===== src/rtl/cpu_oci_trace_monitor.sv =====
// cpu_oci_trace_monitor
// Buffers tagged debug-trace frames, checks that the tags run in sequence,
// drains the buffered frames on request, and keeps saturating statistics.
//
// Ports:
//   clk, reset        rising-edge clock, synchronous active-high reset
//   dct_valid         qualifies dct_buffer / dct_count
//   dct_buffer        trace frame payload (DATA_W)
//   dct_count         frame sequence tag (COUNT_W), increments mod 2^COUNT_W
//   test_ending       level, requests CAPTURE -> DRAIN
//   test_has_ended    level, forces DONE from any state
//   rd_ready          downstream accepts the drained head frame
//   rd_valid          head frame available (combinational)
//   rd_data, rd_tag   head payload / tag, first-word-fall-through (combinational)
//   frame_count       frames seen in CAPTURE, saturating
//   seq_err_count     tag discontinuities, saturating
//   overflow          sticky, a frame was dropped on a full FIFO
//   fill_level        current FIFO occupancy
//   state             CAPTURE=0, DRAIN=1, DONE=2
//   done              high while in DONE
//
// Optional build macro: CPU_OCI_TRACE_REPORT_EN compiles in simulation-only
// $display reporting of sequence errors, drops and an end-of-run summary.
// Port behaviour is identical with or without it.
module cpu_oci_trace_monitor #(
  parameter int unsigned DATA_W  = 30,
  parameter int unsigned COUNT_W = 4,
  parameter int unsigned DEPTH   = 16,
  parameter int unsigned STAT_W  = 16
) (
  input  logic                     clk,
  input  logic                     reset,
  input  logic                     dct_valid,
  input  logic [DATA_W-1:0]        dct_buffer,
  input  logic [COUNT_W-1:0]       dct_count,
  input  logic                     test_ending,
  input  logic                     test_has_ended,
  input  logic                     rd_ready,
  output logic                     rd_valid,
  output logic [DATA_W-1:0]        rd_data,
  output logic [COUNT_W-1:0]       rd_tag,
  output logic [STAT_W-1:0]        frame_count,
  output logic [STAT_W-1:0]        seq_err_count,
  output logic                     overflow,
  output logic [$clog2(DEPTH):0]   fill_level,
  output logic [1:0]               state,
  output logic                     done
);

  localparam int unsigned AW = $clog2(DEPTH);
  localparam int unsigned FW = AW + 1;
  localparam int unsigned EW = COUNT_W + DATA_W;

  typedef enum logic [1:0] {
    CAPTURE = 2'd0,
    DRAIN   = 2'd1,
    DONE    = 2'd2
  } state_t;

  state_t             state_q;
  state_t             state_d;
  logic [EW-1:0]      mem [DEPTH];
  logic [AW-1:0]      wr_ptr;
  logic [AW-1:0]      rd_ptr;
  logic               first_seen;
  logic [COUNT_W-1:0] exp_tag;
  logic [EW-1:0]      head;

  logic capture;
  logic full;
  logic push;
  logic pop;
  logic seq_mismatch;

  assign capture      = (state_q == CAPTURE) && dct_valid;
  assign full         = (fill_level == FW'(DEPTH));
  assign push         = capture && !full;
  assign pop          = rd_valid && rd_ready;
  assign seq_mismatch = capture && first_seen && (dct_count != exp_tag);

  // Head decode; forced to zero when empty so stale RAM never shows.
  assign rd_valid          = (state_q == DRAIN) && (fill_level != '0);
  assign head              = mem[rd_ptr];
  assign {rd_tag, rd_data} = (fill_level != '0) ? head : '0;
  assign state             = state_q;

  // Next-state logic; test_has_ended overrides every other transition.
  always_comb begin
    state_d = state_q;
    case (state_q)
      CAPTURE: if (test_ending) state_d = DRAIN;
      DRAIN:   if ((fill_level == '0) || ((fill_level == FW'(1)) && pop)) state_d = DONE;
      DONE:    state_d = DONE;
      default: state_d = CAPTURE;
    endcase
    if (test_has_ended) state_d = DONE;
  end

  // State, statistics, sequence tracking and FIFO pointers.
  always_ff @(posedge clk) begin
    if (reset) begin
      state_q       <= CAPTURE;
      done          <= 1'b0;
      frame_count   <= '0;
      seq_err_count <= '0;
      overflow      <= 1'b0;
      fill_level    <= '0;
      wr_ptr        <= '0;
      rd_ptr        <= '0;
      first_seen    <= 1'b0;
      exp_tag       <= '0;
    end else begin
      state_q <= state_d;
      done    <= (state_d == DONE);
      if (capture) begin
        if (frame_count != '1) frame_count <= frame_count + STAT_W'(1);
        first_seen <= 1'b1;
        // Always resync to the received tag so one gap counts as one error.
        exp_tag    <= dct_count + COUNT_W'(1);
        if (full) overflow <= 1'b1;
      end
      if (seq_mismatch && (seq_err_count != '1))
        seq_err_count <= seq_err_count + STAT_W'(1);
      // Push only happens in CAPTURE and pop only in DRAIN.
      if (push) begin
        wr_ptr     <= wr_ptr + AW'(1);
        fill_level <= fill_level + FW'(1);
      end else if (pop) begin
        rd_ptr     <= rd_ptr + AW'(1);
        fill_level <= fill_level - FW'(1);
      end
    end
  end

  // Frame storage.
  always_ff @(posedge clk) begin
    if (push) mem[wr_ptr] <= {dct_count, dct_buffer};
  end

`ifdef CPU_OCI_TRACE_REPORT_EN
  always @(posedge clk) begin
    if (!reset) begin
      if (seq_mismatch)
        $display("[%0t] cpu_oci_trace_monitor: sequence error, expected tag %0d received %0d",
                 $time, exp_tag, dct_count);
      if (capture && full)
        $display("[%0t] cpu_oci_trace_monitor: frame dropped, FIFO full (tag %0d)",
                 $time, dct_count);
      if ((state_q != DONE) && (state_d == DONE))
        $display("[%0t] cpu_oci_trace_monitor: done, frames=%0d seq_errs=%0d overflow=%0d residual=%0d",
                 $time, frame_count, seq_err_count, overflow, fill_level);
    end
  end
`endif

endmodule


===== config.mk =====
export PLATFORM = sky130hd
export DESIGN_NAME = cpu_oci_trace_monitor
export DESIGN_NICKNAME = d
export VERILOG_FILES = /design/src/rtl/cpu_oci_trace_monitor.sv
export SDC_FILE = /design/constraint.sdc
export NUM_CORES = 1
export LEC_CHECK = 0
export BUFFER_PORTS_ARGS = -buffer_cell sky130_fd_sc_hd__buf_2
export CORE_ASPECT_RATIO = 0.9
export CORE_MARGIN = 3
export CORE_UTILIZATION = 61
export DETAILED_ROUTE_END_ITERATION = 8
export HOLD_SLACK_MARGIN = 0.1
export PLACE_DENSITY = 0.83
export SYNTH_ARGS = -nofsm -noshare
export SYNTH_HDL_FRONTEND = slang
export SYNTH_SLANG_ARGS = --single-unit

===== constraint.sdc =====
create_clock -name clk -period 5 [get_ports clk]
set_input_delay 1 -clock clk [delete_from_list [all_inputs] [get_ports clk]]
set_output_delay 1 -clock clk [all_outputs]
set_load 0.05 [all_outputs]

**Yosys cells after proc, flatten, opt, wreduce, memory -nomap -nowiden**

Memory sizes are Yosys's and may differ from the RTL's. A register that Yosys moved wholly into a read port is not among the register bits.
Index checks and enable logic that the tools add are counted.

- Register bits after elaboration: 54
- Latch bits: 0
- Bits in writable memories: 544
- Memory bits (read-only): 0
- Input bits: 40
- Output and inout port bits: 76
- Memories kept: 1

Memory list:

| memory | depth | width | rd ports | clocked after Yosys merged registers in | wr ports | RTL line | source |
|---|---|---|---|---|---|---|---|
| mem | 16 | 34 | 1 | 1 | 1 | 62 | `logic [EW-1:0] mem [DEPTH];` |

- $add $sub $neg: 7
- Multiply operators: 0
- Divide/modulo/power cells: 0
- Order comparisons: 0
- Eq/ne operators: 8
- Shift operators: 0
- Mux-type cells: 11
- Bitwise gates (word level): 1
- Reduce and logical (&&, ||, !) cells: 17

Operators with widths:

| kind | number |
|---|---|
| 34-bit two-way mux | 1 |
| 16-bit by 1-bit adder with 16-bit output, second input constant | 2 |
| 16-bit != test, second input constant | 2 |
| 4-bit by 1-bit adder with 4-bit output, second input constant | 3 |
| 5-bit two-way mux | 2 |
| 1-bit logical AND | 8 |
| 4-bit two-way mux | 2 |
| 2-bit two-way mux | 3 |
| 2-bit case mux with 3 select lines | 1 |
| 2-bit AND reduction | 3 |
| 5-bit by 1-bit adder with 5-bit output, second input constant | 1 |
| 5-bit by 1-bit equality test with 1-bit output, second input constant | 1 |
| 5-bit equality test, second input constant | 1 |
| 5-bit zero test | 1 |
| 5-bit nonzero test | 1 |
| 5-bit by 1-bit subtractor with 5-bit output, second input constant | 1 |
| 2-bit equality test, second input constant | 2 |
| 4-bit != test | 1 |
| 2-bit by 1-bit equality test with 1-bit output, second input constant | 1 |
| 2-bit zero test | 1 |
| 1-bit two-way mux | 2 |
| 2-bit nonzero test | 1 |
| 1-bit zero test | 1 |
| 1-bit logical OR | 1 |
| 1-bit NOT | 1 |

**Longest topological paths before layout**

- Depth after elaboration: 9
- Gate-level depth with buffers: 7
- Mapped depth without buffers: 6

**Least setup slack after synthesis**

Ideal clock, no wire load.

- Kind: register to register
- Start point: register fill_level[0]
- End point: memory mem[0][0] in the netlist's numbering (enable)
- Data arrival time: 4.022 ns
- Data required time: 4.532 ns
- Slack: 0.510 ns
- Stages on the path, launching flop included: 8
- Path buffers: 1
- Cells stage by stage: dfxtp_1 > inv_1 > ha_1 > nand4bb_1 > and2_1 > buf_2 > nand2_1 > nor3_1

- Longest elaborated chain between the ends: 5

Ends and longest elaborated chain:

| what | RTL line | source |
|---|---|---|
| start: declaration | 45 | `output logic [$clog2(DEPTH):0] fill_level,` |
| start signal: assignment | 127 | `fill_level <= fill_level + FW'(1);` |
| start signal: assignment | 130 | `fill_level <= fill_level - FW'(1);` |
| 5-bit equality test | 76 | `assign full = (fill_level == FW'(DEPTH));` |
| 1-bit zero test | 77 | `assign push = capture && !full;` |
| 1-bit logical AND | 77 |  |
| 1-bit two-way mux | 137 | `if (push) mem[wr_ptr] <= {dct_count, dct_buffer};` |
| 1-bit two-way mux (not written as such) | 137 |  |
| end: declaration | 62 |  |

Every way passes these cells.

**Worst setup path in the final report**

- Start point: register fill_level[0]
- End point: output port rd_data[27]

- Longest elaborated chain between the ends: 2

Ends and longest elaborated chain:

| what | RTL line | source |
|---|---|---|
| 5-bit nonzero test | 84 | `assign {rd_tag, rd_data} = (fill_level != '0) ? head : '0;` |
| 34-bit two-way mux | 84 |  |
| end: declaration | 40 | `output logic [DATA_W-1:0] rd_data,` |

Every way passes these cells.

==> metrics.txt <==
Bufs on Longest Clock Path 3; final worst path period need 4.450 ns; YS warnings 0; number of global-route vias before repair 12712; DR vias/cell 6.561; crit path kind reg -> out; ratio of cells with drive above 1 in the final layout 29.34%; post-synthesis cell count 1196; CP arrival 3.45 ns; Slowest cell on crit path nand2b_2; placed cells 1766; Max-slew headroom 16.18%; Avg WL per Cell 27.66 um; setup_tns 0 ns; number of fill cells 2186; Remaining Overflow, GRT 0; Final Hold Fails 0; max cap viols 0; top cells by count, synth edfxtp_1 (544), mux4_2 (136), mux2i_1 (69); initial antenna violation count 4; largest net degree at the start of global routing 56; Reg power frac 54.2%; final WL 51.72 mm; Die Area 0.04119 mm^2; row count 67; Crit. End Element primary output; largest fanout on the critical path 34; Skew-Pair Late Insertion Delay 0.59 ns; RSZ-0062 raised after global routing false; Compound-Gate Fraction of Synth Area 2.819%; htree depth 2; skew final 0.01458 ns; post-synth top area share 69.04%; Num CTS Buffers 55; Critical Path Max Stage Delay 1.05 ns; fin crit share 89.00%; internal power 8078 uW; CTS root buf clkbuf_16; CTS tree done; Max VDD drop 0.3358 mV; Power Density 382.2 mW/mm^2; TritonCTS Sinks 602; simple-gate share of the synthesized area 4.157%; async set or reset register ratio after synthesis 0%; sequential cell area fraction in the yosys report 73.95%; Synth Area in XOR/XNOR 0.4442%; WHS 0.4711 ns; Clk pwr share 41.2%; highest clock rate 0.2247 GHz; hold depth 2; CP startpoint kind flop; Netlist cell types 57; Nets 1393; Final Slew Violations 0; setup repair bufs after CTS 0; Synth Cell Area 0.02366 mm^2; ranking of synthesized cells by area edfxtp_1 (69%), mux4_2 (13%), dfxtp_1 (4.9%); Iter 0 DRT Violations 1266; worst reg2reg path depth 7; first-pass GRT wire length 77.58 mm; largest family of logic cells by synthesized area multiplexers; Min-Delay Path Class reg -> reg; Area Overhead vs Synth 13.34%; hpwl dp 27.62 mm; Least-Margin Pin Slew 1.257 ns; outcome completed; clock-pin slew on the worst setup and hold paths 0.06 ns; critical-path cell list inv_1 -> ha_1 -> nor4b_4 -> nand2b_2 -> o22ai_1 -> buf_2; Port Buf Inserts 115; Switch Pwr 2170 uW; #FFs+latches synth 602; Initial Util 62.72%; Sw Ratio 21.18%; combinational share of power 4.7%; vias 12269; DR pass1 iterations 5; Finish-stage setup viols 0; mux share of post-synthesis cell area 16.34%; Critical Path RT 4.00 ns; Final Wtd Congestion 0.7841; Die Ht 192.8 um; post-CTS sizing 0; io pins 116; synthesized-area fraction occupied by adder cells 0.6346%; detailed-route DRC error count 0; Post-DRT Antenna Nets 0; area of the core 0.03772 mm^2; count leader, synth edfxtp_1; EDFF count, synth 544; Synth area leader edfxtp_1; die width 213.6 um; syn avg cell area 19.78 um^2; Finished Layout Cells 1870; Mapped Nets 1248; total track usage 25.75%; leakage 0.008495 uW; Top FF cell, synth edfxtp_1; cts hold-fix bufs 0
## placed cells by master (no fill, tap or decap), types with 12 or more instances in the layout
cell type and n:
edfxtp_1 544, mux4_2 136, buf_2 115, mux2i_1 69
clkbuf_16 56, dfxtp_1 55, buf_4 37, o22ai_1 34
nor2_1 34, a21oi_1 31, nand2_1 18, o31ai_1 17
or4_1 17, nand3_1 15, nand4_1 13, clkbuf_1 13
nor2_4 12, ha_1 12
## flip-flops by register name, indices dropped and copies added, names as in the netlist, named ones only
name / count
fill_level: 5
frame_count: 16
seq_err_count: 16
exp_tag: 4
mem: 544
wr_ptr: 4
overflow: 1
rd_ptr: 4
done: 1
first_seen: 1
state: 2
## final timing paths
check,start,to,slack [ns]
min,first_seen,first_seen,0.47
max,fill_level[0],rd_data[27],0.55
max reg2reg,fill_level[0],mem[9][26],1.71
min reg2reg,first_seen,first_seen,0.47
## layer usage
| layer | wire length [um] | vias up | share of wire (%) | GRT usage (%) |
|---|---|---|---|---|
| li1 | - | 5246 | - | - |
| met1 | 19610 | 6295 | 38 | 34.09 |
| met2 | 26070 | 599 | 50 | 43.01 |
| met3 | 4301 | 127 | 8.3 | 5.023 |
| met4 | 1717 | 2 | 3.3 | 10.04 |
| met5 | 12 | - | 0.023 | 0 |
## critical path, delay by kind of cell (launching register included)
kind	cells	cell delay, ns
AO/OA/AOI/OAI	1	0.34
adder cells (fa/ha/maj)	1	0.20
buffers and inverters	2	0.44
flip-flops	1	0.40
AND/OR/NAND/NOR	2	1.46
## stage by stage
stage	power, uW	util [%]	area, um^2	worst slack, ns
2_1_floorplan	5959	-	23660	0.5102
4_1_cts	10310	71.04	26800	0.5613
6_report	10250	71.09	26820	0.5499
3_5_place_dp	6136	66.25	24990	1.166
3_3_place_gp	6120	66.25	24990	1.226
5_1_grt	10520	71.07	26810	0.3975
## cell type report
cell class	count	area, um^2	share of cell area [%]
antenna	3	7.507	0.02799
clock buffer	73	1505	5.613
clock inverter	27	300.3	1.120
inverter	10	37.54	0.1400
multi-input combinational	515	5909	22.04
sequential	602	17510	65.29
tap	483	604.3	2.254
timing repair buffer	157	944.7	3.523
## power groups by stage
stage	sequential, uW	combinational [uW]	clock (uW)
2_1_floorplan	5680	282	0
3_3_place_gp	5660	463	0
3_5_place_dp	5660	475	0
4_1_cts	5550	480	4280
5_1_grt	5560	509	4450
6_report	5550	477	4220
## cells by family after synthesis
kind of cell	Yosys count
AO/OA/AOI/OAI	104
XOR/XNOR	12
adder cells (fa/ha/maj)	12
buffers and inverters	79
flip-flops	602
multiplexers	215
AND/OR/NAND/NOR	172
(Power assumes the default switching activity.)
